[config.mk]
export PLATFORM = sky130hd
export DESIGN_NAME = tach_quad_counter
export DESIGN_NICKNAME = d
export VERILOG_FILES = /design/src/rtl/tach_quad_counter_pkg.sv /design/src/rtl/tach_quad_counter_sync_filter.sv /design/src/rtl/tach_quad_counter.sv
export SDC_FILE = /design/constraint.sdc
export NUM_CORES = 1
export LEC_CHECK = 0
export BUFFER_PORTS_ARGS = -buffer_cell sky130_fd_sc_hd__buf_2
export CORE_MARGIN = 2
export CORE_UTILIZATION = 59
export CTS_CLUSTER_DIAMETER = 60
export DETAILED_ROUTE_END_ITERATION = 7
export PLACE_DENSITY = 0.84
export SLEW_MARGIN = 5
export SYNTH_ARGS = -nofsm -noshare
export SYNTH_HDL_FRONTEND = slang
export SYNTH_SLANG_ARGS = --single-unit
[constraint.sdc]
create_clock -name clk -period 9 [get_ports clk]
set_input_delay 0.45 -clock clk [delete_from_list [all_inputs] [get_ports clk]]
set_output_delay 0.45 -clock clk [all_outputs]
set_load 0.01 [all_outputs]
[src/rtl/tach_quad_counter_pkg.sv]
// Shared definitions for the quadrature tach decoder.
//   TACH_CNT_W      default position counter width
//   S00/S01/S11/S10 gray-code states of the {B,A} pins. Walking them in that
//                   order counts up; walking them in reverse counts down.
//   quad_dec()      classifies a prev -> q pin transition as {illegal,valid,up}
package tach_quad_counter_pkg;

  localparam int TACH_CNT_W = 16;

  localparam logic [1:0] S00 = 2'b00;
  localparam logic [1:0] S01 = 2'b01;
  localparam logic [1:0] S11 = 2'b11;
  localparam logic [1:0] S10 = 2'b10;

  // Returns {illegal, valid, up}. A transition is illegal when both pins
  // changed between two samples, because the direction cannot be known.
  function automatic logic [2:0] quad_dec(input logic [1:0] prev, input logic [1:0] q);
    logic [1:0] nxt_up;
    case (prev)
      S00:     nxt_up = S01;
      S01:     nxt_up = S11;
      S11:     nxt_up = S10;
      default: nxt_up = S00;
    endcase
    if (q == prev) begin
      quad_dec = 3'b000;
    end else if ((q ^ prev) == 2'b11) begin
      quad_dec = 3'b100;
    end else if (q == nxt_up) begin
      quad_dec = 3'b011;
    end else begin
      quad_dec = 3'b010;
    end
  endfunction

endpackage

[src/rtl/tach_quad_counter_sync_filter.sv]
// Synchroniser and optional glitch filter for the two tach pins.
// Optional feature macro: TACH_GLITCH_FILTER_EN (adds the stability filter).
// Ports:
//   clk     in  system clock
//   resetn  in  synchronous reset, active low
//   tach    in  raw {B,A} pins, asynchronous to clk
//   q       out synchronised (and, with the filter, debounced) {B,A}
module tach_quad_counter_sync_filter
  import tach_quad_counter_pkg::*;
#(
  parameter int SYNC_STAGES = 2,
  parameter int FILT_LEN    = 4
) (
  input  logic       clk,
  input  logic       resetn,
  input  logic [1:0] tach,
  output logic [1:0] q
);

  if (SYNC_STAGES < 2) begin : g_chk_sync
    $error("SYNC_STAGES must be at least 2");
  end
  if (FILT_LEN < 1) begin : g_chk_filt
    $error("FILT_LEN must be at least 1");
  end

  logic [1:0] sync_q [SYNC_STAGES];
  logic [1:0] sync_d [SYNC_STAGES];

  always_comb begin
    sync_d[0] = tach;
    for (int i = 1; i < SYNC_STAGES; i++) begin
      sync_d[i] = sync_q[i-1];
    end
  end

  always_ff @(posedge clk) begin
    for (int i = 0; i < SYNC_STAGES; i++) begin
      if (!resetn) sync_q[i] <= S00;
      else         sync_q[i] <= sync_d[i];
    end
  end

`ifdef TACH_GLITCH_FILTER_EN
  localparam int FW = $clog2(FILT_LEN + 1);

  logic [FW-1:0] cnt_q [2];
  logic [FW-1:0] cnt_d [2];
  logic [1:0]    filt_q;
  logic [1:0]    filt_d;
  logic [1:0]    raw;

  assign raw = sync_q[SYNC_STAGES-1];

  // Each bit counts consecutive samples that disagree with the accepted
  // value; any agreeing sample restarts the count, so short pulses vanish.
  always_comb begin
    filt_d = filt_q;
    for (int b = 0; b < 2; b++) begin
      cnt_d[b] = '0;
      if (raw[b] != filt_q[b]) begin
        if (cnt_q[b] == FW'(FILT_LEN - 1)) filt_d[b] = raw[b];
        else                               cnt_d[b] = cnt_q[b] + 1'b1;
      end
    end
  end

  always_ff @(posedge clk) begin
    if (!resetn) begin
      filt_q   <= S00;
      cnt_q[0] <= '0;
      cnt_q[1] <= '0;
    end else begin
      filt_q   <= filt_d;
      cnt_q[0] <= cnt_d[0];
      cnt_q[1] <= cnt_d[1];
    end
  end

  assign q = filt_q;
`else
  assign q = sync_q[SYNC_STAGES-1];
`endif

endmodule

[src/rtl/tach_quad_counter.sv]
// Quadrature tach decoder with a wrapping signed position counter and a
// snapshot register so the SPI side can read low then high byte coherently.
// Optional feature macro: TACH_GLITCH_FILTER_EN (input stability filter).
// Ports:
//   clk       in  system clock
//   resetn    in  synchronous reset, active low
//   tach      in  raw {B,A} pins, asynchronous
//   clr       in  1-clk pulse, clears count (wins over a same-cycle step)
//   snap_req  in  1-clk pulse, snap <= count as registered before this edge
//   err_clr   in  1-clk pulse, clears err (a same-cycle illegal step wins)
//   count     out live position count
//   snap      out snapshot of count
//   step      out 1-clk pulse per accepted legal transition
//   dir       out direction of last accepted step, 1 = up
//   err       out sticky illegal-transition flag
//
// primed | meaning
// -------+-----------------------------------------------------------
//   0    | just out of reset; next sample only loads prev, no decode
//   1    | decoding every sample against prev
module tach_quad_counter
  import tach_quad_counter_pkg::*;
#(
  parameter int CNT_WIDTH   = TACH_CNT_W,
  parameter int SYNC_STAGES = 2,
  parameter int FILT_LEN    = 4
) (
  input  logic                 clk,
  input  logic                 resetn,
  input  logic [1:0]           tach,
  input  logic                 clr,
  input  logic                 snap_req,
  input  logic                 err_clr,
  output logic [CNT_WIDTH-1:0] count,
  output logic [CNT_WIDTH-1:0] snap,
  output logic                 step,
  output logic                 dir,
  output logic                 err
);

  logic [1:0] q;

  tach_quad_counter_sync_filter #(
    .SYNC_STAGES (SYNC_STAGES),
    .FILT_LEN    (FILT_LEN)
  ) u_sync_filter (
    .clk    (clk),
    .resetn (resetn),
    .tach   (tach),
    .q      (q)
  );

  logic                 primed_q, primed_d;
  logic [1:0]           prev_q, prev_d;
  logic [CNT_WIDTH-1:0] count_q, count_d;
  logic [CNT_WIDTH-1:0] snap_q, snap_d;
  logic                 step_q, step_d;
  logic                 dir_q, dir_d;
  logic                 err_q, err_d;
  logic [2:0]           dec;

  assign dec = quad_dec(prev_q, q);

  always_comb begin
    primed_d = 1'b1;
    prev_d   = q;
    count_d  = count_q;
    snap_d   = snap_q;
    step_d   = 1'b0;
    dir_d    = dir_q;
    err_d    = err_q;

    if (err_clr) err_d = 1'b0;

    if (primed_q) begin
      if (dec[2]) begin
        err_d = 1'b1;
      end else if (dec[1] && !clr) begin
        step_d  = 1'b1;
        dir_d   = dec[0];
        count_d = dec[0] ? count_q + 1'b1 : count_q - 1'b1;
      end
    end

    // A step coinciding with clr is dropped; prev still follows q above.
    if (clr) count_d = '0;

    if (snap_req) snap_d = count_q;
  end

  always_ff @(posedge clk) begin
    if (!resetn) begin
      primed_q <= 1'b0;
      prev_q   <= S00;
      count_q  <= '0;
      snap_q   <= '0;
      step_q   <= 1'b0;
      dir_q    <= 1'b0;
      err_q    <= 1'b0;
    end else begin
      primed_q <= primed_d;
      prev_q   <= prev_d;
      count_q  <= count_d;
      snap_q   <= snap_d;
      step_q   <= step_d;
      dir_q    <= dir_d;
      err_q    <= err_d;
    end
  end

  assign count = count_q;
  assign snap  = snap_q;
  assign step  = step_q;
  assign dir   = dir_q;
  assign err   = err_q;

endmodule

==> impl_metrics.csv, run 1 <==
group,metric,value,unit
status,status,"completed",
finish,fin_area,2570,sq um
yosys,yosysTopAreaCell,"dfxtp_1",
yosys,synth_seq_cells,42,
power,power_density,149,nW/um^2
finish,antenna_cells,0,
worst_setup_path,r2r_start,"prev_q[0]$_SDFF_PN0_",
global_routing,track_usage,23.7,%
clock_network,path_clk_slew,0.08,ns
worst_setup_path,r2r_end,"count[15]$_SDFFE_PP0P_",
global_routing,grt_pass1_wl,7840,microns
worst_setup_path,rrSetupSlack,5.46,ns
finish,final_nets,309,
die,fp.dieArea,4330,sq um
power,ir_worst_vdd,0.126,mV
clock_network,clock_latency,0.30,ns
worst_setup_path,worstPathRequired,9.17,ns
worst_setup_path,cp-startpoint,"prev_q[0]$_SDFF_PN0_",
clock_network,cts-root-buf,"clkbuf_8",
timing,fmaxAchievable,283,MHz
route,wl_per_cell,14.1,microns
clock_network,numCtsBuffers,5,
clock_network,ctsHoldBuffers,0,
global_routing,grt-ovfl-total,0,
yosys,ys_types,43,
route,vias_per_cell,5.68,
timing,hold_viol_final,0,
min_path,hp-start,"tach[0]",
worst_setup_path,end_kind,"flop",
clock_network,cts_setup_buffers,0,
run,drv_cap,0,
global_routing,grt_start_max_net_pins,28,
die,ios,42,
timing,setup_viol,0,
placement,postPlaceCellArea,2480,sq um
route,drt_iter0_markers,151,
die,initial_core_util,61.6,%
worst_setup_path,endpoint,"count[15]$_SDFFE_PP0P_",
placement,hpwlAfterDp,3460,microns
route,drt_pass1_iterations,4,
worst_setup_path,critPathKind,"reg -> reg",
timing,max-slew-margin-rel,45.5,%
timing,setup_tns,0,ns
route,drc,0,
clock_network,cts_tree,"done",
global_routing,antenna_found_initial,0,
finish,nFillCells,315,
timing,tightest_slew,0.812,ns
yosys,async_flop_share,0,%
yosys,ys_seq_area_share,37.3,%
placement,port_buffers,41,
finish,syn_to_final_growth,14.3,%
die,rows,22,
yosys,yosys_warnings,0,
route,drtAntennaViolNets,0,
clock_network,htreeDepth,2,
die,die_h,65.8,microns
timing,post-route-period-util,39.3,%
finish,final_layout_size_suffix_gt1_share,19.2,%
yosys,synth_edf_count,0,
yosys,synthFlopType,"dfxtp_1",
yosys,syn_nets,270,
global_routing,first_global_vias,1805,
worst_setup_path,crit_fanout,14,
yosys,synth_top_area_share,37.3,%
yosys,syn_avg_cell_area,9.16,sq um
worst_setup_path,start_kind,"flop",
die,core,3660,sq um
min_path,min_path_type,"in -> reg",
yosys,netlist_instances,246,
worst_setup_path,arrival,3.70,ns
placement,gp_congestion,0.891,
yosys,syn-cell-area,2250,sq um
worst_setup_path,rr_worst_depth,12,
timing,period_minus_slack,3.54,ns
timing,rsz0062_at_grt,"false",
route,vias,1896,
route,drt_wl_total,4720,microns
timing,finalClockSkew,0.00566,ns
die,die_width,65.8,microns
clock_network,postCtsResizedCells,0,
clock_network,cts_sinks,42,
yosys,synthTopCellsByArea,"dfxtp_1 (37%), ha_1 (8.9%), mux2i_1 (7.6%)",
clock_network,clockBufferDepth,2,
timing,slew_violations,0,
power,p_leak,1.20,nW
[worst max-delay path, stage by stage, from the launching register on]
cell and delay, ns:
dfxtp_1 0.33, xnor2_1 0.20, inv_1 0.07, ha_1 0.26
nor4_4 0.43, inv_1 0.36, ha_1 0.45, a211oi_1 0.33
o21bai_1 0.17, or4_1 0.52, o21ai_2 0.09, o31a_2 0.16
nor3_2 0.03
[worst min-delay path by stage]
stage                                                        to  slack, ns  cells past startpoint
after floorplan           u_sync_filter.sync_q[1][0]$_SDFF_PN0_       0.41                      1
after global placement    u_sync_filter.sync_q[1][1]$_SDFF_PN0_       0.42                      1
after detailed placement  u_sync_filter.sync_q[1][0]$_SDFF_PN0_       0.42                      1
after CTS                 u_sync_filter.sync_q[0][0]$_SDFF_PN0_       0.36                      2
after global routing      u_sync_filter.sync_q[0][0]$_SDFF_PN0_       0.36                      2
final                     u_sync_filter.sync_q[0][0]$_SDFF_PN0_       0.36                      2
[synth_stat cells (2+ instances only)]
cell type  count
nor2b_1       18
mux2i_1       17
and2_1         7
a21o_1         4
nor3_1         2
dfxtp_1       42
nor2_1        10
o211ai_1       2
a21oi_1       14
and3_1         3
xor2_1         5
clkbuf_1       8
inv_1          6
nand2_1       20
nand2b_1       6
a211oi_1       9
o21ai_1        8
nor3_2         2
a31oi_1        2
nand3_1       10
o21ai_0        4
or4_1          2
ha_1          16
a21boi_1       3
xnor2_1        8
[stage by stage]
step	cells	setup WS [ns]	util (%)	hold WS, ns	power (mW)
global route	334	5.16	70.3	0.361	0.402
CTS	334	5.46	70.3	0.357	0.384
floorplan	246	5.91	-	0.412	0.248
global placement	326	5.62	67.8	0.416	0.259
detailed placement	326	5.49	67.8	0.424	0.261
finish	334	5.46	70.3	0.357	0.383
[where the power goes]
group | internal [mW] | switching, mW
Sequential | 0.189 | 0.00301
Clock | 0.0619 | 0.0639
Combinational | 0.0284 | 0.0366
[kinds of logic (layout without fill, tap and decap cells)]
logic type | Yosys count | count (layout) | share of synthesized area (%)
mux | 17 | 17 | 7.55
xor+xnor | 13 | 13 | 5.05
flops | 42 | 42 | 37.3
fa+ha+maj | 17 | 17 | 9.77
compound gates | 54 | 54 | 15.3
simple gates | 88 | 88 | 22.4
buf+inv | 15 | 55 | 2.55
[placed cells by master, fill, tap and decap left out, types with 2 or more instances in the layout]
master	count
nor3_1	2
clkbuf_8	6
nor3_2	2
mux2i_1	17
and3_1	3
nand2b_1	6
nand3_1	10
nand2_1	20
nor2_1	10
xnor2_1	8
a211oi_1	9
o21ai_1	8
and2_1	7
inv_1	6
a21o_1	4
xor2_1	5
ha_1	16
dfxtp_1	42
o211ai_1	2
buf_2	41
or4_1	2
a21boi_1	3
a21oi_1	14
nor2b_1	18
a31oi_1	2
o21ai_0	4
[sequential cells by signal (all words and copies together) (netlist names)]
register              cells
count                    16
dir                       1
err                       1
prev_q                    2
primed_q                  1
snap                     16
step                      1
u_sync_filter.sync_q      4
[cell type report]
class / count / area, sq um / share of cell area (%)
inverters: 6 / 22.5 / 0.875
well taps: 48 / 60.1 / 2.33
clock buffers: 7 / 86.3 / 3.35
multi-input cells: 189 / 1360 / 52.6
flip-flops and latches: 42 / 841 / 32.7
repair buffers: 41 / 205 / 7.97
clock inverters: 1 / 5.00 / 0.194
[metal layers]
layer  up-vias  share of wire (%)  global-route usage, %
met2        45                 50                   40.8
met1       891                 45                   27.8
met4         0                1.9                   11.5
li1        951                  -                      -
met3         9                3.8                   4.94
met5         -                  0                      0
(Power assumes the default switching activity.)
==> inputs of run 2 (changes only) <==
Settings changed: CORE_UTILIZATION 59 to 55, PLACE_DENSITY 0.84 to 0.79.
Clock period 9 ns to 3.6 ns, I/O delays scaled along.
==> run 2 against run 1 <==
- hold slack lost 0.27 ns
- global-route usage shrank 2.4 points
- clock power grew 130%
- cell count grew 1.2%
==> impl_metrics.csv, run 2 (synthesized netlist as in run 1, its figures left out) <==
group,metric,value,unit
finish,final_cells,338,
global_routing,grt-ovfl-total,0,
worst_setup_path,cpPeakStageDelay,0.51,ns
placement,placed_cells,331,
global_routing,grt_start_max_net_pins,28,
clock_network,path_clk_slew,0.08,ns
worst_setup_path,r2r_start,"prev_q[0]$_SDFF_PN0_",
finish,syn_to_final_growth,14.8,%
route,vias,1862,
finish,layout_common_cells,"dfxtp_1 (42), buf_2 (41), nand2_1 (20), nor2b_1 (18), mux2i_1 (17)",
worst_setup_path,cp_cell_sequence,"xnor2_1 > inv_1 > ha_1 > nor4_4 > inv_1 > ha_1 > a211oi_1 > o21bai_1 > or4_1 > o21ai_2 > o31a_2 > nor3_2",
clock_network,numCtsBuffers,5,
die,fp.dieArea,4630,sq um
finish,final_nets,312,
global_routing,track_usage,21.3,%
timing,fmaxAchievable,305,MHz
finish,layout.area.seq,841,sq um
worst_setup_path,crit_fanout,14,
die,initial_core_util,56.7,%
min_path,min_path_type,"in -> reg",
finish,antenna_cells,0,
worst_setup_path,slowest_stage,"or4_1",
clock_network,htreeDepth,2,
die,ios,42,
route,wl_per_cell,13.5,microns
route,drtAntennaViolNets,0,
worst_setup_path,arrival,3.44,ns
placement,port_buffers,41,
timing,slew_violations,0,
timing,rsz0062_at_grt,"false",
timing,finalClockSkew,0.00768,ns
finish,nFillCells,338,
finish,multi_input_area,1360,sq um
route,drc,0,
route,drt_wl_total,4560,microns
timing,whs,0.0900,ns
placement,hpwlAfterDp,3360,microns
timing,tightest_slew,0.723,ns
die,die_width,68.0,microns
route,drt_iter0_markers,78,
worst_setup_path,worstPathRequired,3.76,ns
timing,hold_viol_final,0,
die,die_h,68.0,microns
timing,setup_viol,0,
clock_network,postCtsResizedCells,0,
global_routing,first_global_vias,1651,
route,drt_pass1_iterations,5,
timing,period_minus_slack,3.28,ns
power,power_density,359,nW/um^2
clock_network,cts-root-buf,"clkbuf_8",
clock_network,clockBufferDepth,2,
clock_network,cts_sinks,42,
finish,final_common_cell,"dfxtp_1",
worst_setup_path,critPathKind,"reg -> reg",
status,status,"completed",
clock_network,ctsHoldBuffers,0,
min_path,hp-start,"tach[1]",
worst_setup_path,start_kind,"flop",
worst_setup_path,end_kind,"flop",
die,core,3970,sq um
clock_network,cts_tree,"done",
power,p_leak,1.21,nW
clock_network,cts_setup_buffers,0,
global_routing,grt_pass1_wl,7360,microns
power,ir_worst_vdd,0.184,mV
clock_network,clock_latency,0.29,ns
timing,setup_tns,0,ns
finish,final_layout_size_suffix_gt1_share,20.1,%
placement,gp_congestion,0.959,
route,vias_per_cell,5.51,
run,drv_cap,0,
timing,max-slew-margin-rel,51.7,%
die,rows,23,
timing,post-route-period-util,91.1,%
global_routing,antenna_found_initial,0,
worst_setup_path,cp-startpoint,"prev_q[0]$_SDFF_PN0_",
## run 2: changes by cell type in the layout (fill, tap and decap cells not counted), sizes merged
cell    change
buf         +3
clkbuf      -2
clkinv      +1
## run 2: worst paths after layout
path                                           end  slack [ns]  cells after the start
max reg2reg                 count[15]$_SDFFE_PP0P_        0.32                     12
min reg2reg  u_sync_filter.sync_q[1][1]$_SDFF_PN0_        0.44                      1
max                         count[15]$_SDFFE_PP0P_        0.32                     12
min          u_sync_filter.sync_q[0][1]$_SDFF_PN0_        0.09                      2
## run 2: area by class of cell
class,instances,area share [%]
clock buffer,5,2.66
clock inverter,2,0.387
inverter,6,0.870
multi-input combinational,189,52.4
sequential,42,32.5
tap,50,2.42
timing repair buffer,44,8.80
## run 2: report_power, final
| group | internal (mW) | total (mW) | leakage [nW] | switching [mW] |
|---|---|---|---|---|
| combinational | 0.0731 | 0.164 | 0.826 | 0.0907 |
| clock | 0.130 | 0.284 | 0.0438 | 0.154 |
| sequential | 0.474 | 0.481 | 0.340 | 0.00750 |
## run 2: routing by layer
metal | global-route usage (%) | part of all wire [%] | vias up
met3 | 5.43 | 4.3 | 12
li1 | - | - | 957
met1 | 25.3 | 47 | 854
met2 | 36.2 | 46 | 39
met5 | 0 | 0 | -
met4 | 9.50 | 2.8 | 0
## run 2: worst max-delay path, delay by kind of cell (launching register included)
kind            cells  cell delay, ns
buf+inv             2            0.36
fa+ha+maj           2            0.69
xor+xnor            1            0.20
flops               1            0.33
simple gates        3            0.84
compound gates      4            0.73
## run 2: stage by stage
stage          worst slack (ns)  total power [mW]  util (%)  area, sq um
5_1_grt                  0.0768             0.977      65.2         2590
3_3_place_gp              0.366             0.653      63.2         2510
6_report                  0.321             0.929      65.2         2590
3_5_place_dp              0.338             0.655      63.2         2510
2_1_floorplan             0.507             0.619         -         2250
4_1_cts                   0.329             0.937      65.2         2590
